### src/rtl/imem_pkg.sv
`default_nettype none
// +----------------------------------------------------------------------+
// | imem_pkg                                                             |
// | Shared types and constants for the instruction-memory arbiter.       |
// | Rev 1.0  initial release                                             |
// +----------------------------------------------------------------------+
package imem_pkg;

  typedef enum logic {BOOT, RUN} imem_state_e;

  localparam int IM_ADDR_W = 11;
  localparam int IM_DATA_W = 32;
  localparam int IM_BE_W   = IM_DATA_W / 8;

  localparam logic [31:0] BOOT_PC = 32'h0000_0100;

endpackage
`default_nettype wire

### src/rtl/imem_arbiter.sv
`default_nettype none
// +----------------------------------------------------------------------+
// | imem_arbiter                                                         |
// | Boot loader sequencing and fetch/patch sharing of the imem port.     |
// | Rev 1.0  initial release                                             |
// +----------------------------------------------------------------------+
module imem_arbiter
  import imem_pkg::*;
#(
  parameter int ADDR_W = IM_ADDR_W,
  parameter int DATA_W = IM_DATA_W,
  parameter int BE_W   = IM_BE_W
) (
  input  logic              clk,
  input  logic              rst_n,
  input  logic              i_ld_valid,
  output logic              o_ld_ready,
  input  logic [ADDR_W-1:0] i_ld_addr,
  input  logic [DATA_W-1:0] i_ld_wdata,
  input  logic [BE_W-1:0]   i_ld_be,
  input  logic              i_ld_last,
  input  logic              i_fetch_req,
  input  logic [ADDR_W-1:0] i_fetch_addr,
  output logic              o_fetch_grant,
  output logic              o_rdata_valid,
  output logic [ADDR_W-1:0] o_mem_addr,
  output logic [DATA_W-1:0] o_mem_wdata,
  output logic [BE_W-1:0]   o_mem_wen,
  output logic              o_core_rst_n,
  output logic              o_boot_done,
  output logic [ADDR_W:0]   o_wr_count
);

  localparam logic [ADDR_W:0] c_CNT_MAX = {1'b1, {ADDR_W{1'b0}}};

  imem_state_e       r_state;
  imem_state_e       w_state_nxt;
  logic              r_prio_ld;
  logic              r_rdata_valid;
  logic              r_boot_done;
  logic [ADDR_W:0]   r_wr_count;
  logic [ADDR_W-1:0] r_mem_addr;
  logic              w_fetch_grant;
  logic              w_ld_win;
  logic              w_ld_acc;
  logic              w_contend;
  logic [ADDR_W-1:0] w_mem_addr;

  always_comb begin
    w_state_nxt   = r_state;
    w_fetch_grant = 1'b0;
    w_ld_win      = 1'b0;
    case (r_state)
      BOOT: begin
        w_ld_win = 1'b1;
        if (i_ld_valid && i_ld_last) begin
          w_state_nxt = RUN;
        end
      end
      RUN: begin
        if (i_fetch_req && !(i_ld_valid && r_prio_ld)) begin
          w_fetch_grant = 1'b1;
        end else begin
          w_ld_win = i_ld_valid;
        end
      end
    endcase
  end

  // Gating with rst_n keeps a write from leaking out while reset is low.
  assign w_ld_acc   = w_ld_win && i_ld_valid && rst_n;
  assign w_contend  = (r_state == RUN) && i_fetch_req && i_ld_valid;
  assign w_mem_addr = w_fetch_grant ? i_fetch_addr :
                      w_ld_acc      ? i_ld_addr    : r_mem_addr;

  always_ff @(posedge clk or negedge rst_n) begin
    if (!rst_n) begin
      r_state       <= BOOT;
      r_prio_ld     <= 1'b0;
      r_rdata_valid <= 1'b0;
      r_boot_done   <= 1'b0;
      r_wr_count    <= '0;
      r_mem_addr    <= '0;
    end else begin
      r_state       <= w_state_nxt;
      r_rdata_valid <= w_fetch_grant;
      r_boot_done   <= (r_state == RUN);
      r_mem_addr    <= w_mem_addr;
      if (w_contend) begin
        r_prio_ld <= w_fetch_grant;
      end
      if (w_ld_acc && (r_wr_count != c_CNT_MAX)) begin
        r_wr_count <= r_wr_count + 1'b1;
      end
    end
  end

  assign o_ld_ready    = w_ld_win && rst_n;
  assign o_fetch_grant = w_fetch_grant;
  assign o_rdata_valid = r_rdata_valid;
  assign o_mem_addr    = w_mem_addr;
  assign o_mem_wdata   = i_ld_wdata;
  assign o_mem_wen     = w_ld_acc ? i_ld_be : '0;
  // Core reset follows the same flop as boot_done so both rise together.
  assign o_core_rst_n  = r_boot_done;
  assign o_boot_done   = r_boot_done;
  assign o_wr_count    = r_wr_count;

endmodule
`default_nettype wire
### config.mk
export PLATFORM = sky130hd
export DESIGN_NAME = imem_arbiter
export DESIGN_NICKNAME = d
export VERILOG_FILES = /design/src/rtl/imem_pkg.sv /design/src/rtl/imem_arbiter.sv
export SDC_FILE = /design/constraint.sdc
export NUM_CORES = 1
export LEC_CHECK = 0
export ABC_CLOCK_PERIOD_IN_PS = 1500
export CAP_MARGIN = 20
export CORE_UTILIZATION = 29
export DETAILED_ROUTE_END_ITERATION = 8
export GPL_ROUTABILITY_DRIVEN = 0
export PLACE_DENSITY = 0.82
export SLEW_MARGIN = 20
export SYNTH_ARGS = -nofsm -noshare
export SYNTH_HDL_FRONTEND = slang
export SYNTH_SLANG_ARGS = --single-unit
### constraint.sdc
create_clock -name clk -period 1.5 [get_ports clk]
set_input_delay 0.3 -clock clk [delete_from_list [all_inputs] [get_ports clk]]
set_output_delay 0.3 -clock clk [all_outputs]
set_load 0.01 [all_outputs]
==> metrics.txt <==
top_reg_cell synth dfrtp_1; Mean Syn Cell Area 10.80 um2; die area 5429 um2; layout cell share with drive strength beyond 1 0.4509; type of origin of the critical path flop; syn_nets 203; pin count of the biggest net entering global routing 17; Yosys cell types 26; crit share post-route 1.337; drt wl/cell 14.41 um; metal2 WL 2213 um; DR vias 1295; HPWL after detailed placement 2767 um; first-pass GRT wire length 6299 um; Slew @ Worst Pin 0.2933 ns; Critical Path Sink Type output pin; initial antenna violation count 0; failing checks setup timing; initial core utilization 0.3074; total wire length 4194 um; Crit path required time 1.20 ns; worst min-delay path class in2async; GR Overflow Total 0; Core Util, Final 0.5107; Yosys top cell area share 0.4534; leading area contributor after synthesis dfrtp_1; total power 2990 uW; final worst setup slack -0.5053 ns; FF-to-FF setup slack -0.26 ns; crit path max-delay cell type dfrtp_1; fmax 498.7 MHz; relative slew slack 0.8045; depth of the CTS H-tree 1; DR top layer met4; Area Growth Syn to Fin 66.16%; Final Critical Period 2.005 ns; wire length on met1 1679 um; Layout Skew 0.004643 ns; WL met3 294 um; Worst setup endpoint o_mem_addr[2]; asr flop ratio synth 1.000; cell area after synthesis 1490 um2; Synth Instances 138; antenna-violating nets left 0; unrepaired setup endpoints after global routing yes; Pre-Repair DR Iteration Count 4; CTS tree done; final setup vio count 30; Clock Latency Late Sink 0.27 ns; nets@finish 290; CP Max Fanout 12; Ys Warns 0; row count 25; static leakage 0.001306 uW; final hold vios 0; Buffers on Ports 62; CP startpoint r_prio_ld; reg2reg end o_wr_count[11]; Synth area leaders dfrtp_1 (45%), buf_4 (17%), a22o_1 (6.5%); peak supply drop 0.6845 mV; Worst Reg2Reg Path Length in Cells 8; FF-to-FF Start r_state; Num CTS Buffers 3; I/O Pins 127; die height 73.69 um; vias in the first global route 1363; CTS Sinks 27; Core Footprint 4848 um2; Worst path max stage delay 0.40 ns; synthesized flop and latch total 27; Slew Viols, Final 0; DRT iter0 DRCs 34; Via density 4.450; CP Class reg2out; status finished with violations; ANT cells 0; power density over the cells 1208 nW/um2; Total GRT Usage 0.1519; Max Cap Violations 0; Crit path arrival time 1.71 ns; critical path, cell by cell and3b_4, nor2_4, buf_12, a22o_1, a21o_1, buf_2; register area share after synthesis 0.4534; EDFF count, synth 0; Worst-path clk slew 0.10 ns; DRC viols 0; Place WS -0.9439 ns; Clock Tree Root clkbuf_8; Max Buffers Root-to-Sink 2; Die Wd 73.69 um
timing repair:
item                                    4_1_cts  5_1_grt
gates resized for setup                     104       18
buffers inserted                             23        6
hold buffers                                  0        0
endpoints found under the setup margin       42       39
cloned                                        1        1
pin swaps                                    13       14
final cells by class:
| type | count | area (um2) |
|---|---|---|
| fillers | 453 | 2372 |
| clock buffers | 3 | 41.29 |
| flip-flops and latches | 27 | 678.2 |
| clock inverters | 1 | 5.005 |
| well taps | 67 | 83.83 |
| repair buffers | 118 | 1005 |
| multi-input cells | 72 | 651.9 |
| inverters | 3 | 11.26 |
metal layers:
metal  vias to the layer above  GRT usage
met5                         -          0
li1                        612          -
met3                         4    0.03018
met2                        53     0.2864
met4                         0    0.03205
met1                       626     0.1758
cells in the mapped netlist (2+ instances only):
library cell	number
nand3_1	4
a22o_1	11
ha_1	2
and3_1	2
xnor2_1	9
inv_1	3
a21o_1	11
buf_2	2
nand2_1	7
xor2_1	3
nor2_1	4
dfrtp_1	27
nand4_1	5
buf_4	33
and2_1	4
cells by family after synthesis:
group           Yosys count  share of synthesized area
mux                       1                   0.007556
fa+ha+maj                 2                    0.01679
compound gates           24                     0.1268
xor+xnor                 12                    0.07054
simple gates             33                     0.1369
buf+inv                  39                     0.1881
flops                    27                     0.4534
registers in the layout (all words and copies together), names as in the netlist:
name	flops
r_mem_addr	11
o_rdata_valid	1
r_prio_ld	1
r_state	1
o_boot_done	1
o_wr_count	12
worst max-delay path, delay by kind of cell, from the launching register on:
kind	cells	cell delay, ns
buf+inv	2	0.28
flops	1	0.40
compound gates	2	0.38
simple gates	2	0.38
worst min path at each step:
stage,from,endpoint
finish,rst_n,o_wr_count[2]
floorplan,rst_n,o_boot_done
global route,rst_n,o_wr_count[2]
global placement,r_mem_addr[9],r_mem_addr[9]
detailed placement,r_mem_addr[0],r_mem_addr[0]
CTS,rst_n,o_wr_count[1]
placed cells by master (no fill, tap or decap), types with 2 or more instances in the layout:
master,Yosys,routed
buf_4,33,43
clkdlybuf4s50_1,0,29
dfrtp_1,27,25
buf_2,2,17
dlygate4sd2_1,0,13
buf_6,1,12
a22o_1,11,11
a21o_1,11,11
xnor2_1,9,7
nand4_1,5,5
and2_1,4,4
nand2_2,0,3
nand2_1,7,3
clkbuf_8,0,3
dlymetal6s2s_1,0,3
inv_2,0,2
nor2_4,1,2
nor2_1,4,2
nand3_2,0,2
and3_1,2,2
xnor2_2,0,2
xor2_1,3,2
nand3_1,4,2
dfrtp_2,0,2
per-stage QoR:
stage	cell area, um2	hold slack, ns	TNS [ns]	cells
2_1_floorplan	1500	0.004409	-0.5366	138
5_1_grt	2476	0.2713	-10.91	291
6_report	2476	0.2639	-9.061	291
3_3_place_gp	2141	0.4591	-20.82	257
4_1_cts	2355	0.2498	-8.150	285
3_5_place_dp	2141	0.4637	-22.57	257
report_power, final:
group | total, uW | switching, uW | leakage [uW] | internal, uW
Combinational | 1600 | 674 | 0.000949 | 925
Clock | 415 | 229 | 0.0000255 | 186
Sequential | 977 | 75.5 | 0.000331 | 901
Total | 2990 | 978 | 0.00131 | 2010
No activity file was read; power rests on OpenSTA's default activity.
